<file path="config.mk">
export PLATFORM = sky130hd
export DESIGN_NAME = operand_fetch
export DESIGN_NICKNAME = d
export VERILOG_FILES = /design/src/rtl/matmul_pkg.sv /design/src/rtl/rd_tag_pipe.sv /design/src/rtl/operand_fetch.sv
export SDC_FILE = /design/constraint.sdc
export NUM_CORES = 1
export LEC_CHECK = 0
export BUFFER_PORTS_ARGS = -buffer_cell sky130_fd_sc_hd__buf_2
export CAP_MARGIN = 20
export CORE_UTILIZATION = 49
export DETAILED_ROUTE_END_ITERATION = 6
export PLACE_DENSITY = 0.77
export SKIP_CTS_REPAIR_TIMING = 1
export SLEW_MARGIN = 10
export SYNTH_ARGS = -nofsm -noshare
export SYNTH_HDL_FRONTEND = slang
export SYNTH_SLANG_ARGS = --single-unit
</file>
<file path="constraint.sdc">
create_clock -name clk_in -period 1.93 [get_ports clk_in]
set_clock_uncertainty 0.15 [all_clocks]
set_input_delay 0.193 -clock clk_in [delete_from_list [all_inputs] [get_ports clk_in]]
set_output_delay 0.193 -clock clk_in [all_outputs]
set_load 0.02 [all_outputs]
</file>
<file path="src/rtl/matmul_pkg.sv">
// Shared types and sizes for the matrix-multiply operand path.
package matmul_pkg;

    localparam int unsigned DIM    = 32;
    localparam int unsigned BYTE_W = 8;
    localparam int unsigned IDX_W  = 6;
    localparam int unsigned K_W    = $clog2(DIM);

    typedef logic [DIM-1:0][BYTE_W-1:0] vec_t;

    typedef enum logic [2:0] {
        IDLE,
        FETCH,
        DRAIN,
        DONE,
        ERR
    } fetch_state_t;

endpackage

</file>
<file path="src/rtl/rd_tag_pipe.sv">
// Shift register that tracks in-flight BRAM reads: a valid bit and element index
// travel alongside the read so the returning data can be written to the right slot.
module rd_tag_pipe #(
    parameter int unsigned Depth = 2,
    parameter int unsigned IdxW  = 5
) (
    input  logic            clk_i,
    input  logic            rst_ni,
    input  logic            push_i,
    input  logic [IdxW-1:0] push_idx_i,
    output logic            cap_valid_o,
    output logic [IdxW-1:0] cap_idx_o
);

    logic [Depth-1:0]           valid_q;
    logic [Depth-1:0][IdxW-1:0] idx_q;

    // Advance every tag one stage per cycle; stage Depth-1 lines up with the BRAM data.
    always_ff @(posedge clk_i or negedge rst_ni) begin
        if (!rst_ni) begin
            valid_q <= '0;
            idx_q   <= '0;
        end else begin
            valid_q[0] <= push_i;
            idx_q[0]   <= push_idx_i;
            for (int i = 1; i < Depth; i++) begin
                valid_q[i] <= valid_q[i-1];
                idx_q[i]   <= idx_q[i-1];
            end
        end
    end

    assign cap_valid_o = valid_q[Depth-1];
    assign cap_idx_o   = idx_q[Depth-1];

endmodule

</file>
<file path="src/rtl/operand_fetch.sv">
// Fetches row `row` of A and column `col` of B from two byte-wide BRAMs and
// delivers them as DIM-byte vectors with a one-cycle val_rows pulse.
module operand_fetch
    import matmul_pkg::*;
#(
    parameter int unsigned READ_LATENCY = 2,
    parameter int unsigned ADDR_W       = 10
) (
    input  logic                           clk_in,
    input  logic                           rst_in,
    input  logic                           new_request,
    input  logic [IDX_W-1:0]               row_req,
    input  logic [IDX_W-1:0]               col_req,
    output logic [ADDR_W-1:0]              a_addr,
    input  logic [BYTE_W-1:0]              a_data,
    output logic [ADDR_W-1:0]              b_addr,
    input  logic [BYTE_W-1:0]              b_data,
    output logic                           mem_en,
    output logic [DIM-1:0][BYTE_W-1:0]     matA_row,
    output logic [DIM-1:0][BYTE_W-1:0]     matB_col,
    output logic [IDX_W-1:0]               row_in,
    output logic [IDX_W-1:0]               col_in,
    output logic                           val_rows,
    output logic                           busy,
    output logic                           range_err
);

    localparam logic [K_W-1:0]   KLast  = K_W'(DIM - 1);
    localparam logic [IDX_W-1:0] IdxLim = IDX_W'(DIM);

    fetch_state_t     state_q, state_d;
    logic [K_W-1:0]   k_q, k_d;
    logic [IDX_W-1:0] row_q, row_d;
    logic [IDX_W-1:0] col_q, col_d;
    vec_t             mat_a_q, mat_a_d;
    vec_t             mat_b_q, mat_b_d;
    logic             err_q, err_d;

    logic             push;
    logic             cap_valid;
    logic [K_W-1:0]   cap_idx;

    rd_tag_pipe #(
        .Depth (READ_LATENCY),
        .IdxW  (K_W)
    ) u_tag_pipe (
        .clk_i       (clk_in),
        .rst_ni      (rst_in),
        .push_i      (push),
        .push_idx_i  (k_q),
        .cap_valid_o (cap_valid),
        .cap_idx_o   (cap_idx)
    );

    // State, issue counter, latched indices and assembled vectors.
    always_ff @(posedge clk_in or negedge rst_in) begin
        if (!rst_in) begin
            state_q <= IDLE;
            k_q     <= '0;
            row_q   <= '0;
            col_q   <= '0;
            mat_a_q <= '0;
            mat_b_q <= '0;
            err_q   <= 1'b0;
        end else begin
            state_q <= state_d;
            k_q     <= k_d;
            row_q   <= row_d;
            col_q   <= col_d;
            mat_a_q <= mat_a_d;
            mat_b_q <= mat_b_d;
            err_q   <= err_d;
        end
    end

    // Next-state, read issue and capture of returning BRAM data.
    always_comb begin
        state_d  = state_q;
        k_d      = k_q;
        row_d    = row_q;
        col_d    = col_q;
        mat_a_d  = mat_a_q;
        mat_b_d  = mat_b_q;
        err_d    = err_q;
        push     = 1'b0;
        mem_en   = 1'b0;
        a_addr   = '0;
        b_addr   = '0;
        val_rows = 1'b0;

        if ((state_q == FETCH || state_q == DRAIN) && cap_valid) begin
            mat_a_d[cap_idx] = a_data;
            mat_b_d[cap_idx] = b_data;
        end

        unique case (state_q)
            IDLE: begin
                if (new_request) begin
                    row_d = row_req;
                    col_d = col_req;
                    k_d   = '0;
                    if (row_req < IdxLim && col_req < IdxLim) begin
                        state_d = FETCH;
                    end else begin
                        // Out-of-range request: deliver zero vectors without touching memory.
                        state_d = ERR;
                        mat_a_d = '0;
                        mat_b_d = '0;
                        err_d   = 1'b1;
                    end
                end
            end
            FETCH: begin
                mem_en = 1'b1;
                push   = 1'b1;
                a_addr = ADDR_W'(row_q) * ADDR_W'(DIM) + ADDR_W'(k_q);
                b_addr = ADDR_W'(k_q) * ADDR_W'(DIM) + ADDR_W'(col_q);
                k_d    = k_q + 1'b1;
                if (k_q == KLast) begin
                    state_d = DRAIN;
                end
            end
            DRAIN: begin
                if (cap_valid && cap_idx == KLast) begin
                    state_d = DONE;
                end
            end
            DONE: begin
                val_rows = 1'b1;
                state_d  = IDLE;
            end
            ERR: begin
                val_rows = 1'b1;
                state_d  = IDLE;
            end
            default: state_d = IDLE;
        endcase
    end

    assign matA_row  = mat_a_q;
    assign matB_col  = mat_b_q;
    assign row_in    = row_q;
    assign col_in    = col_q;
    assign busy      = (state_q != IDLE);
    assign range_err = err_q;

endmodule

</file>
Word-level counts from Yosys, hierarchy flattened
Index checks and enable logic that the tools add are counted.
{"block": "classes", "n_lt_le_gt_ge": 4, "n_reduce_logical": 13, "n_addsub": 3, "n_bitwise": 1, "eq_ne": 9, "muxes": 23}
{"cell": "$mux W256", "count": 8}
{"cell": "$bwmux W256", "count": 2}
{"cell": "$demux W8 S5", "count": 1}
{"cell": "$mux W10", "count": 2}
{"cell": "$lt A6 B6 Y1 const B", "count": 2}
{"cell": "$mux W3", "count": 4}
{"cell": "$add A10 B5 Y10", "count": 1}
{"cell": "$add A10 B6 Y10", "count": 1}
{"cell": "$eq A5 B5 Y1 const B", "count": 2}
{"cell": "$pmux W5 S2", "count": 1}
{"cell": "$pmux W3 S3", "count": 1}
{"cell": "$mux W8", "count": 1}
{"cell": "$eq A3 B2 Y1 const B", "count": 2}
{"cell": "$lt A5 B6 Y1 const B", "count": 1}
{"cell": "$reduce_and A3 Y1", "count": 2}
{"cell": "$add A5 B1 Y5 const B", "count": 1}
{"cell": "$ge A5 B1 Y1 const B", "count": 1}
{"cell": "$mux W5", "count": 1}
{"cell": "$logic_and A1 B1 Y1", "count": 4}
{"cell": "$ne A2 B1 Y1 const B", "count": 2}
{"cell": "$reduce_and A2 Y1", "count": 2}
{"cell": "$eq A3 B1 Y1 const B", "count": 1}
{"cell": "$eq A3 B3 Y1 const B", "count": 1}
{"cell": "$logic_not A3 Y1", "count": 1}
{"cell": "7 further kinds", "count": 8}
{"block": "totals", "reg_bits": 545, "out_inout_bits": 548}

Logic depth before layout (Yosys ltp)
{"block": "logic_depth", "depth_word": 9, "depth_mapped": 6, "mapped_depth_nobuf": 6}

Cells and area by module
From an unflattened synthesis, not the netlist that was laid out.
{"block": "hier_totals", "hier_cells": 1964, "area_unflattened_um2": 23656.4}
{"mod": "operand_fetch", "cells_per_inst": 1947, "instances": 1, "area_per_inst_um2": 23318.6, "seq_area_each_um2": 13337.8}
{"mod": "rd_tag_pipe", "cells_per_inst": 17, "instances": 1, "area_per_inst_um2": 337.8, "seq_area_each_um2": 300.3}

Worst setup path before layout
No wires, ideal clock.
{"block": "synth_timing", "path_kind": "reg-to-reg", "start": "register state_q[0]", "end": "register mat_b_q (netlist bit matB_col[215])", "setup_ns": 0.131, "path_slack_ns": -0.042, "stages_incl_launch_ff": 7, "synth_period_minus_slack_ns": 1.972, "n_path_buf": 3, "required_ns": 1.649, "arrival_ns": 1.691, "path_cell_list": "dfrtp_1 or4b_4 buf_6 buf_6 o21ai_4 buf_6 mux2i_1"}
{"item": "from (decl)", "line": "operand_fetch.sv:31", "source": "fetch_state_t state_q, state_d;"}
{"item": "from (signal assigned)", "line": "operand_fetch.sv:66", "source": "state_q <= state_d;"}
{"item": "to (signal assigned)", "line": "operand_fetch.sv:71", "source": "mat_b_q <= mat_b_d;"}
{"item": "to (decl)", "line": "operand_fetch.sv:36", "source": "vec_t mat_b_q, mat_b_d;"}

Worst setup path after layout
{"block": "layout_timing", "start": "register k_q[0]", "end": "output port b_addr[9]"}
{"block": "layout_between", "elab_chain_cells": 2}
{"item": "from (decl)", "line": "operand_fetch.sv:32", "source": "logic [K_W-1:0] k_q, k_d;"}
{"item": "from (signal assigned)", "line": "operand_fetch.sv:67", "source": "k_q <= k_d;"}
{"item": "$add A10 B6 Y10", "line": "operand_fetch.sv:117", "source": "b_addr = ADDR_W'(k_q) * ADDR_W'(DIM) + ADDR_W'(col_q);"}
{"item": "$mux W10", "line": "operand_fetch.sv:96", "source": "unique case (state_q)"}
{"item": "to (decl)", "line": "operand_fetch.sv:16", "source": "output logic [ADDR_W-1:0] b_addr,"}
No other way between the ends.

==> metrics.csv <==
metric,value,unit
outcome,"finished, violations left",
failing checks,setup timing,
Initial DRC Count,1917,
clock-pin slew of the registers on the worst-case setup and hold paths,0.06,ns
Area Overhead vs Synth,34.5,%
"Seq/Total Area, Yosys",57.2,%
worst-path maximum fanout,4,
Leakage Power,19.5,nW
"reg-to-reg slack, setup",-0.24,ns
DP Worst Slack,-0.138,ns
Num CTS Buffers,55,
Critical Path RT,1.59,ns
most common cell in the synthesized netlist,dfrtp_1,
die width,223,µm
global placement routability congestion,0.902,
Max Slew Vio Count,0,
Final HPWL DP,54400,µm
H-tree depth,2,
overall global routing resource usage,31.6,%
Cell Pwr Density,896,nW/µm²
Setup WS post-layout,-0.302,ns
Commonest cells post-synth,"545 x dfrtp_1, 513 x mux2i_1, 511 x o21ai_0, 127 x clkbuf_1, 40 x nand2_1",
reg2reg end,matB_col[107],
DIE AREA,49500,µm²
Critical Path End Type,output pin,
Detail Route Antenna Nets,0,
final hold vios,0,
Initial Utilization,49.8,%
multi-input logic area,9430,µm²
Post-Syn Nets,1987,
Max-Cap Viols,0,
"EDFF count, synth",0,
Post-synth ARST share,100,%
Worst-Skew Late Latency,0.60,ns
synth top area cells,"dfrtp_1 57%, mux2i_1 22%, o21ai_0 11%",
diodes inserted,0,
top-area cell type share of the netlist area,57.2,%
Post-synth top flop,dfrtp_1,
Clock Tree Root,clkbuf_16,
Cells after Synth,1952,
r2r worst-path depth,5,
Mean Syn Cell Area,12.2,µm²
initial antenna violation count,0,
Fillers,3441,
Final Cycle Share,116,%
DR vias/cell,6.03,
synthesized area,23800,µm²
Least-Margin Pin Slew,0.905,ns
I/O Buffers,578,
Critical Path Start Type,register,
"Distinct cells, synth",41,
Yosys top cell by area,dfrtp_1,
Die H,223,µm
fmax,0.448,GHz
Clock Path Buffers,3,
CTS tree,built,
worst min path class,in2async,
clock sinks,545,
RSZ-0062 raised after global routing,true,
worst r2r src,state_q[2],
CP Class,reg2out,
vias in the first global route,19600,
via count,19800,
share of post-route cells with drive strength above 1,37.0,%
worst vdd ir,748,µV
Final min period,2.23,ns
first-pass GRT wire length,119000,µm
Register Area,13600,µm²
wire per inst,25.8,µm
Nets,2654,
largest net degree at the start of global routing,73,
YS warnings,0,
Post-Route WL,84600,µm
Core Region,47800,µm²
row cnt,80,
Post-route DRC,0,
"Arr. time, crit path",1.89,ns
gr ovfl total,0,
relative slew slack,39.3,%
Yosys reg bits,545,
IO Count,579,
final setup violation count,551,
Power Total,28.7,mW
first-pass detailed-route iteration total,5,
==> power breakdown <==
group / internal (mW) / total (mW) / switching [mW]
Sequential: 11.8 / 12.1 / 0.330
Combinational: 2.34 / 5.90 / 3.56
Clock: 6.11 / 10.7 / 4.61
==> worst max-delay path, cell delays in order, from the launching register on <==
cell and delay, ns:
dfrtp_2 0.45, ha_4 0.18, ha_4 0.16, nand3_2 0.07
xor2_1 0.18, nor2_1 0.09, buf_4 0.16
==> how the worst max path moves through the flow <==
| stage | startpoint | endpoint | cells after the start |
|---|---|---|---|
| 3_5_place_dp | state_q[2] | matA_row[42] | 5 |
| 4_1_cts | k_q[0] | b_addr[9] | 6 |
| 3_3_place_gp | state_q[2] | matA_row[11] | 5 |
| 2_1_floorplan | state_q[0] | matB_col[122] | 6 |
| 6_report | k_q[0] | b_addr[9] | 6 |
| 5_1_grt | k_q[0] | b_addr[9] | 6 |
==> metal layers <==
layer  part of all wire [%]  global-route usage [%]  vias to the layer above
li1                       -                       -                     8244
met1                     38                    40.6                    10000
met2                     49                    51.8                     1210
met3                    8.5                    6.68                      267
met4                    4.6                    13.7                        0
met5                      0                       0                        -
==> layout by cell type, fill, tap and decap left out, types with 4 or more instances in the layout <==
cell             n
buf_2          556
o21ai_4         17
dlygate4sd3_1   30
buf_6           40
dfrtp_1        543
nand3_4         29
clkbuf_1        13
clkinv_2         8
inv_1           11
clkbuf_8        15
nand2_1         39
o21ai_1         67
nor2_1           8
inv_6            4
and2_4          15
buf_12          89
buf_4           89
o21ai_2         18
clkbuf_16       66
o21ai_0        426
mux2i_1        512
==> cells by family (layout without fill, tap and decap cells) <==
logic type / count (synthesis) / in the layout / synth area share [%]
compound gates: 533 / 533 / 11.6
fa+ha+maj: 4 / 4 / 0.210
flops: 545 / 545 / 57.2
buf+inv: 224 / 935 / 4.60
simple gates: 126 / 126 / 4.43
xor+xnor: 6 / 6 / 0.299
mux: 514 / 514 / 21.6
==> area by class of cell <==
type                    count  share of cell area, %
flip-flops and latches    545                   42.5
multi-input cells        1183                   29.4
repair buffers            820                   19.8
clock buffers              83                   5.09
well taps                 615                   2.40
clock inverters            18                  0.531
inverters                  14                  0.187
==> stage by stage <==
step	cell area, µm²	util (%)	hold slack (ns)	setup TNS (ns)	std cells
floorplan	23900	-	-0.253	-0.618	1952
global placement	28700	60.0	-0.0673	-6.14	3094
detailed placement	28700	60.0	-0.0636	-16.34	3094
CTS	30500	63.8	-0.702	-27.71	3195
global route	32100	67.0	0.0778	-113.70	3278
finish	32100	67.0	0.0793	-77.54	3278
==> state kept, by name, indices dropped and copies added, names as in the netlist <==
signal	cells
u_tag_pipe.valid_q	2
col_in	6
row_in	6
state_q	3
u_tag_pipe.idx_q	5
range_err	1
u_tag_pipe.cap_idx_o	5
matB_col	256
matA_row	256
k_q	5
Power figures use the tool's default switching activity.
